<file path="src/rtl/mlaccel_memory_loader.sv">
// Host load/store engine: packs host write words into 4-word memory chunks
// and unpacks read chunks to the host, via a req/grant shared memory port.
module mlaccel_memory_loader #(
  parameter int unsigned READ_LATENCY = 2
) (
  input  logic        clock,
  input  logic        resetn,
  input  logic        cmd_valid,
  output logic        cmd_ready,
  input  logic        cmd_write,
  input  logic [15:0] cmd_addr,
  input  logic [15:0] cmd_len,
  input  logic        wr_valid,
  output logic        wr_ready,
  input  logic [15:0] wr_data,
  output logic        rd_valid,
  input  logic        rd_ready,
  output logic [15:0] rd_data,
  output logic        mem_req,
  input  logic        mem_grant,
  output logic [15:0] mem_addr,
  output logic [7:0]  mem_wen,
  output logic [63:0] mem_wdata,
  input  logic [63:0] mem_rdata,
  output logic        busy,
  output logic        done
);

  localparam int unsigned WORDS = 4;
  localparam int unsigned AW    = 16;
  localparam int unsigned DW    = 16;
  localparam int unsigned CW    = 3;
  localparam int unsigned LAT_W = 4;

  typedef enum logic [2:0] {
    S_IDLE  = 3'd0,
    S_WFILL = 3'd1,
    S_WRITE = 3'd2,
    S_RADDR = 3'd3,
    S_RWAIT = 3'd4,
    S_RSEND = 3'd5
  } state_e;

  state_e                   state_q, state_d;
  logic [AW-1:0]            addr_q, addr_d;
  logic [AW-1:0]            rem_q, rem_d;
  logic [CW-1:0]            cnt_q, cnt_d;
  logic [1:0]               idx_q, idx_d;
  logic [CW-1:0]            n_q, n_d;
  logic [LAT_W-1:0]         lat_q, lat_d;
  logic [WORDS-1:0][DW-1:0] data_q, data_d;
  logic                     done_q, done_d;

  logic [CW-1:0]            cnt_inc;
  logic [AW-1:0]            rem_after_wr;
  logic [AW-1:0]            rem_after_rd;

  // State register; reset aborts any command in flight
  always_ff @(posedge clock or negedge resetn) begin
    if (!resetn) begin
      state_q <= S_IDLE;
    end else begin
      state_q <= state_d;
    end
  end

  // Datapath registers: address, remaining count, chunk buffer, counters
  always_ff @(posedge clock or negedge resetn) begin
    if (!resetn) begin
      addr_q <= '0;
      rem_q  <= '0;
      cnt_q  <= '0;
      idx_q  <= '0;
      n_q    <= '0;
      lat_q  <= '0;
      data_q <= '0;
      done_q <= 1'b0;
    end else begin
      addr_q <= addr_d;
      rem_q  <= rem_d;
      cnt_q  <= cnt_d;
      idx_q  <= idx_d;
      n_q    <= n_d;
      lat_q  <= lat_d;
      data_q <= data_d;
      done_q <= done_d;
    end
  end

  // Next-state and datapath update logic
  always_comb begin
    state_d      = state_q;
    addr_d       = addr_q;
    rem_d        = rem_q;
    cnt_d        = cnt_q;
    idx_d        = idx_q;
    n_d          = n_q;
    lat_d        = lat_q;
    data_d       = data_q;
    done_d       = 1'b0;
    cnt_inc      = cnt_q + CW'(1);
    rem_after_wr = rem_q - AW'(cnt_q);
    rem_after_rd = rem_q - AW'(n_q);

    case (state_q)
      S_IDLE: begin
        if (cmd_valid) begin
          addr_d = cmd_addr;
          rem_d  = cmd_len;
          cnt_d  = '0;
          idx_d  = '0;
          if (cmd_len == '0) begin
            done_d = 1'b1;
          end else if (cmd_write) begin
            state_d = S_WFILL;
          end else begin
            state_d = S_RADDR;
          end
        end
      end
      S_WFILL: begin
        if (wr_valid) begin
          data_d[cnt_q[1:0]] = wr_data;
          cnt_d              = cnt_inc;
          // rem_q is nonzero here, so the chunk closes at 4 or at the tail
          if (cnt_inc == CW'(WORDS) || AW'(cnt_inc) == rem_q) begin
            state_d = S_WRITE;
          end
        end
      end
      S_WRITE: begin
        if (mem_grant) begin
          addr_d = addr_q + AW'(cnt_q);
          rem_d  = rem_after_wr;
          cnt_d  = '0;
          if (rem_after_wr != '0) begin
            state_d = S_WFILL;
          end else begin
            state_d = S_IDLE;
            done_d  = 1'b1;
          end
        end
      end
      S_RADDR: begin
        if (mem_grant) begin
          lat_d   = '0;
          state_d = S_RWAIT;
        end
      end
      S_RWAIT: begin
        if (lat_q == LAT_W'(READ_LATENCY - 1)) begin
          data_d  = mem_rdata;
          n_d     = (rem_q >= AW'(WORDS)) ? CW'(WORDS) : rem_q[CW-1:0];
          idx_d   = '0;
          state_d = S_RSEND;
        end else begin
          lat_d = lat_q + LAT_W'(1);
        end
      end
      S_RSEND: begin
        if (rd_ready) begin
          if ({1'b0, idx_q} == n_q - CW'(1)) begin
            addr_d = addr_q + AW'(n_q);
            rem_d  = rem_after_rd;
            idx_d  = '0;
            if (rem_after_rd != '0) begin
              state_d = S_RADDR;
            end else begin
              state_d = S_IDLE;
              done_d  = 1'b1;
            end
          end else begin
            idx_d = idx_q + 2'd1;
          end
        end
      end
      default: begin
        state_d = S_IDLE;
      end
    endcase
  end

  // Output decode from the state register and datapath flops
  always_comb begin
    cmd_ready = 1'b0;
    busy      = 1'b1;
    wr_ready  = 1'b0;
    rd_valid  = 1'b0;
    mem_req   = 1'b0;
    mem_wen   = '0;
    mem_wdata = '0;
    mem_addr  = addr_q;
    rd_data   = data_q[idx_q];
    done      = done_q;

    case (state_q)
      S_IDLE: begin
        cmd_ready = 1'b1;
        busy      = 1'b0;
      end
      S_WFILL: begin
        wr_ready = 1'b1;
      end
      S_WRITE: begin
        mem_req   = 1'b1;
        mem_wdata = data_q;
        for (int unsigned k = 0; k < WORDS; k++) begin
          if (CW'(k) < cnt_q) begin
            mem_wen[2*k +: 2] = 2'b11;
          end
        end
      end
      S_RADDR: begin
        mem_req = 1'b1;
      end
      S_RSEND: begin
        rd_valid = 1'b1;
      end
      default: begin
        busy = 1'b1;
      end
    endcase
  end

endmodule

</file>
<file path="config.mk">
export PLATFORM = sky130hd
export DESIGN_NAME = mlaccel_memory_loader
export DESIGN_NICKNAME = d
export VERILOG_FILES = /design/src/rtl/mlaccel_memory_loader.sv
export SDC_FILE = /design/constraint.sdc
export NUM_CORES = 1
export LEC_CHECK = 0
export ABC_AREA = 1
export ABC_CLOCK_PERIOD_IN_PS = 2360
export BUFFER_PORTS_ARGS = -buffer_cell sky130_fd_sc_hd__buf_2
export CAP_MARGIN = 20
export CORE_ASPECT_RATIO = 0.7
export CORE_MARGIN = 3
export CORE_UTILIZATION = 50
export CTS_BUF_LIST = sky130_fd_sc_hd__clkbuf_8
export DETAILED_ROUTE_END_ITERATION = 12
export PLACE_DENSITY = 0.8
export SLEW_MARGIN = 20
export SYNTH_ARGS = -nofsm -noshare
export SYNTH_HDL_FRONTEND = slang
export SYNTH_SLANG_ARGS = --single-unit
</file>
<file path="constraint.sdc">
create_clock -name clock -period 2.36 [get_ports clock]
set_input_delay 0.236 -clock clock [delete_from_list [all_inputs] [get_ports clock]]
set_output_delay 0.236 -clock clock [all_outputs]
set_load 0.1 [all_outputs]
</file>
Word-level counts from Yosys, hierarchy flattened

Cells that the tools add are included.

Register bits: 112
Bits in latches: 0
RAM bits: 0
Bits in read-only memories: 0
Input port bits: 119
Word-level logic and storage cells: 129
Memories: 0

Add/subtract/negate cells: 8
$mul: 0
Divide/modulo/power cells: 0
$lt $le $gt $ge: 8
Equal/unequal tests: 19
Shift-type cells: 0
Muxes and demuxes: 63
Bitwise operators: 0
Reductions and logical operators: 19

Operator list:

| operator                                                                | number |
|---|---|
| 64-bit two-way mux                                                      | 3 |
| 16-bit two-way mux                                                      | 10 |
| 64-bit case mux with 2 select lines                                     | 1 |
| 16-bit case mux with 3 select lines                                     | 2 |
| 64-bit bitwise mux                                                      | 1 |
| 3-bit two-way mux                                                       | 13 |
| 16-bit by 3-bit adder with 16-bit output                                | 2 |
| 16-bit binary-select mux with 2-bit select                              | 1 |
| 16-bit demux with 2-bit select                                          | 1 |
| 16-bit nonzero test                                                     | 2 |
| 16-bit by 3-bit subtractor with 16-bit output                           | 2 |
| 2-bit two-way mux                                                       | 10 |
| 2-bit != test (second input constant)                                   | 10 |
| 3-bit case mux with 6 select lines                                      | 1 |
| 3-bit by 16-bit == test with 1-bit output                               | 1 |
| 16-bit by 3-bit >= comparator with 1-bit output (second input constant) | 1 |
| 16-bit zero test                                                        | 1 |
| 1-bit two-way mux                                                       | 13 |
| 3-bit == test (second input constant)                                   | 3 |
| 3-bit case mux with 3 select lines                                      | 1 |
| 9-bit AND reduction                                                     | 1 |
| 3-bit nonzero test                                                      | 3 |
| 4-bit two-way mux                                                       | 2 |
| 8-bit two-way mux                                                       | 1 |
| other kinds (24)                                                        | 31 |

Logic depth before layout (Yosys ltp)

Word-level depth: 7
Depth in mapped cells: 18
Gate-level depth less buffers: 18

Worst setup path before layout

No wires, ideal clock.

Kind: flip-flop to output port
Start: register state_q[2]
End: output port mem_wen[5]
Arrival: 3972 ps
Slack: -1848 ps
Cell stages (with the launch flop): 9
Buffers on the path: 2
Cells stage by stage: dfrtp_1 nor2_1 inv_2 nor2_1 inv_2 clkbuf_1 a21oi_1 o21a_1 buf_4

Cells in the longest elaborated chain, start to end: 2

Ends and longest elaborated chain:

| what                                     | line | source |
|---|---|---|
| from (decl)                              | 44   | `state_e state_q, state_d;` |
| from (signal assigned)                   | 63   | `state_q <= state_d;` |
| 3-bit by 2-bit == test with 1-bit output | 196  | `case (state_q)` |
| 8-bit two-way mux                        | 196  |  |
| to (decl)                                | 22   | `output logic [7:0] mem_wen,` |

No other way between the ends.

Worst setup path after layout

Start: register rem_q[0]
End: register state_q[0]

Cells in the longest elaborated chain, start to end: 6
Elaborated cells on any way between the ends: 14
Those cells by class: add/sub: 2; eq/ne: 2; mux: 6; reduce/logical: 4

Ends and longest elaborated chain:

| what                                          | line | source |
|---|---|---|
| from (decl)                                   | 46   | `logic [AW-1:0] rem_q, rem_d;` |
| from (signal assigned)                        | 80   | `rem_q <= rem_d;` |
| 16-bit by 3-bit subtractor with 16-bit output | 103  | `rem_after_rd = rem_q - AW'(n_q);` |
| 16-bit nonzero test                           | 166  | `if (rem_after_rd != '0) begin` |
| 2-bit two-way mux                             | 166  |  |
| 3-bit two-way mux                             | 162  | `if ({1'b0, idx_q} == n_q - CW'(1)) begin` |
| 3-bit two-way mux                             | 161  | `if (rd_ready) begin` |
| 3-bit case mux with 6 select lines            | 105  | `case (state_q)` |

Several ways; a longest one is shown, not always the timed one. The select of a mux whose other input is x is not followed.
A chain may end at the register's enable or synchronous reset.

==> results.cfg <==
[outcome]
outcome = complete, but fails checks
failing_checks = setup timing

[die]
design.portCount = 229
initial_utilization = 0.520
fp-row-count = 38
core_area_um2 = 15700
die_width_um = 159
fp.dieH_um = 113
die-area_um2 = 18000

[yosys]
synth_cell_type_count = 47
dominant_cell_type_by_area_after_synthesis = sky130_fd_sc_hd__dfrtp_1
yosys-top-cells-count = sky130_fd_sc_hd__nand2_1 (315), sky130_fd_sc_hd__nor2_1 (163), sky130_fd_sc_hd__inv_1 (126), sky130_fd_sc_hd__dfrtp_1 (112), sky130_fd_sc_hd__a21oi_1 (73)
synth_top_cells_by_area = sky130_fd_sc_hd__dfrtp_1 (34%), sky130_fd_sc_hd__nand2_1 (14%), sky130_fd_sc_hd__nor2_1 (7.5%)
post_synth_arst_share = 1.00
ys_seq_elements = 112
netlist_instances = 1214
syn-cell-area_um2 = 8180
syn_nets = 1353
yosys.cell_count.top_type = sky130_fd_sc_hd__nand2_1
synth-edff-count = 0
yosys_warnings = 0
synth_area_per_cell_um2 = 6.74
dominantRegCellSynth = sky130_fd_sc_hd__dfrtp_1
sequential_element_share_of_the_synthesized_area = 0.343
share_of_yosys_cell_area_claimed_by_the_top_area_cell_type = 0.343

[pwr]
irDropWorstVdd_uv = 1510
power_leakage_nw = 5.76
total_power_mw = 20.0
power.density_cell_area_nw_per_um2 = 1580

[setup_path]
startpoint_type = flip-flop
critPathArrivalTime_ps = 2730
timing_worst_setup_path_type = reg -> reg
r2r-start = rem_q[0]$_DFFE_PN0P_
cp-startpoint = rem_q[0]$_DFFE_PN0P_
timing.critical_path.required_ps = 2670
cpMostUsedCell = sky130_fd_sc_hd__nand2_1
critical_path.slowest_cell = sky130_fd_sc_hd__dfrtp_1
critPathMaxStageDelay_ps = 400
endpoint_kind = flip-flop
crit_chain = inv_2 -> ha_4 -> inv_4 -> fa_2 -> nand2_2 -> nand2_4 -> nor2_4 -> nand2_1 -> nand2_1 -> nand2_2 -> nor2_2 -> nand3_2 -> o21bai_1 -> nand3_1 -> nand2_1 -> nand2_1
crit_path_max_fanout = 5

[drt]
avgViaCountPerCell = 5.86
final_antenna_net_count = 0
routed_wirelength_um = 34100
vias = 10042
met1_length_um = 14500
wl_met3_um = 4280
wire_per_inst_um = 19.9
route.detailed.drc = 0
drt_first_iter_violations = 1414
drtPass1Iterations = 6
maxUsedRoutingLayer = met4
routed-wl-met2_um = 14400

[job]
max_cap_violations = 0

[cts]
cts_buffers = 9
max-clock-path-buffers = 2
clk-insertion-delay-late_ps = 410
cts.clk_slew.worst_paths_ps = 110
tritoncts = done
cts_htree_levels = 3
clock_sink_total = 112
clock-root-buffer = sky130_fd_sc_hd__clkbuf_8

[sta]
final.setup_skew_ps = 16.0
relative_max_transition_margin = 0.535
fmaxAchievable_mhz = 412
timing.final.crit_period_ps = 2420
worst_slew_pin_slew_ps = 697
final.period_utilization = 1.03
setup_violations = 2
setup_repair_after_global_routing_missed_its_margin = yes
final_hold_viol_count = 0
max_slew_violation_count = 0
setup_ws_ps = -64.9

[cells_and_area]
final_core_util = 0.802
post_route_cells_drive_above_1_share = 0.355
filler_cell_count = 1030
area_added_between_synthesis_and_finish_pct = 54.3
fin_nets = 1626

[grt]
grt_pass1_wl_um = 51600
grt_pass1_vias = 9206
grt_antenna_before_repair = 2
grt_max_degree = 130
grt_usage = 0.363
total_global_routing_overflow = 0

[placed_design]
numPortBuffers = 228
dpl.hpwl_um = 25300
pre_cts_ws_ps = -209
gp_routability_congestion = 1.02

[worst_hold_path]
min_from = cmd_addr[10]
tightest_hold_check_type = in -> reg
## path summary, 6_finish.rpt
| path | endpoint | slack (ps) | cells past startpoint |
|---|---|---|---|
| setup reg to reg | state_q[0]$_DFFE_PN0P_ | -60 | 16 |
| hold / removal | mem_addr[10]$_DFFE_PN0P_ | 80 | 3 |
| min in group asynchronous | data_q[26]$_DFFE_PN0P_ | 430 | 2 |
| setup / recovery | state_q[0]$_DFFE_PN0P_ | -60 | 16 |
| max in group asynchronous | data_q[18]$_DFFE_PN0P_ | 1190 | 3 |
| hold reg to reg | rem_q[0]$_DFFE_PN0P_ | 550 | 2 |
## critical path, delay by kind of cell (launching register included)
| family | cells | cell delay, ps |
|---|---|---|
| simple gates | 11 | 1050 |
| compound gates | 1 | 220 |
| flops | 1 | 400 |
| buf+inv | 2 | 130 |
| fa+ha+maj | 2 | 530 |
## logic make-up (layout without fill, tap and decap cells)
kind of cell | Yosys count | after routing | share of synthesized area
other cells | 0 | 3 | 0
simple gates | 565 | 565 | 0.285
buf+inv | 206 | 483 | 0.107
fa+ha+maj | 20 | 20 | 0.0333
compound gates | 296 | 296 | 0.216
flops | 112 | 112 | 0.343
xor+xnor | 15 | 15 | 0.0161
## metrics by stage
step	cells	instance area (µm²)	hold WS, ps	setup TNS (ps)
5_1_grt	1713	12600	80.8	-1120
3_3_place_gp	1674	11800	312	-158
4_1_cts	1699	12200	78.6	-6.72
2_1_floorplan	1214	8620	-59.6	-10570
6_report	1714	12600	82.2	-73.4
3_5_place_dp	1674	11800	299	-545
## sequential cells by signal, indices dropped and copies added (netlist names)
signal,flops
data_q,64
n_q,3
state_q,3
lat_q,4
rem_q,16
done,1
mem_addr,16
cnt_q,3
idx_q,2
## layout make-up
class | count | area [µm²] | share of cell area
clock inverter | 6 | 70.1 | 0.00555
antenna | 3 | 7.51 | 0.000595
timing repair buffer | 332 | 3510 | 0.278
sequential | 112 | 2810 | 0.222
inverter | 135 | 527 | 0.0417
clock buffer | 9 | 124 | 0.00981
timing repair inverter | 1 | 6.26 | 0.000496
multi-input combinational | 896 | 5300 | 0.420
tap | 220 | 275 | 0.0218
## where the power goes
part           switching [mW]  internal [mW]
logic                    10.4           4.78
clock network           0.729          0.493
registers               0.787           2.78
total                    11.9           8.06
## metal layers
layer / GRT usage / vias up
met5: 0 / -
met4: 0.0927 / 0
met3: 0.0882 / 81
met2: 0.521 / 751
met1: 0.550 / 4675
li1: - / 4535
## timing repair
item,4_1_cts,5_1_grt
setup buffers,8,11
gates resized for setup,51,77
gates cloned,1,2
endpoints found under the setup margin,83,102
hold endpoints to repair,44,0
hold buffers,1,0
pin swaps,13,22
## cells in the final DEF (no fill, tap or decap), types with 4 or more instances in the layout
cell type,instances
sky130_fd_sc_hd__a21oi_1,52
sky130_fd_sc_hd__a21oi_2,20
sky130_fd_sc_hd__a31oi_1,6
sky130_fd_sc_hd__buf_12,101
sky130_fd_sc_hd__buf_2,136
sky130_fd_sc_hd__buf_4,81
sky130_fd_sc_hd__buf_6,7
sky130_fd_sc_hd__clkbuf_8,9
sky130_fd_sc_hd__clkinvlp_4,4
sky130_fd_sc_hd__dfrtp_1,109
sky130_fd_sc_hd__ha_1,12
sky130_fd_sc_hd__ha_4,5
sky130_fd_sc_hd__inv_1,118
sky130_fd_sc_hd__inv_2,11
sky130_fd_sc_hd__nand2_1,297
sky130_fd_sc_hd__nand2_2,16
sky130_fd_sc_hd__nand2_4,4
sky130_fd_sc_hd__nand3_1,38
sky130_fd_sc_hd__nand4_1,11
sky130_fd_sc_hd__nor2_1,83
sky130_fd_sc_hd__nor2_2,26
sky130_fd_sc_hd__nor2_4,63
sky130_fd_sc_hd__nor4_1,6
sky130_fd_sc_hd__o211ai_1,61
sky130_fd_sc_hd__o211ai_2,4
sky130_fd_sc_hd__o21ai_0,45
sky130_fd_sc_hd__o21ai_1,72
sky130_fd_sc_hd__o22ai_1,15
sky130_fd_sc_hd__xnor2_1,4
sky130_fd_sc_hd__xor2_1,11
No activity file was read; power rests on OpenSTA's default activity.
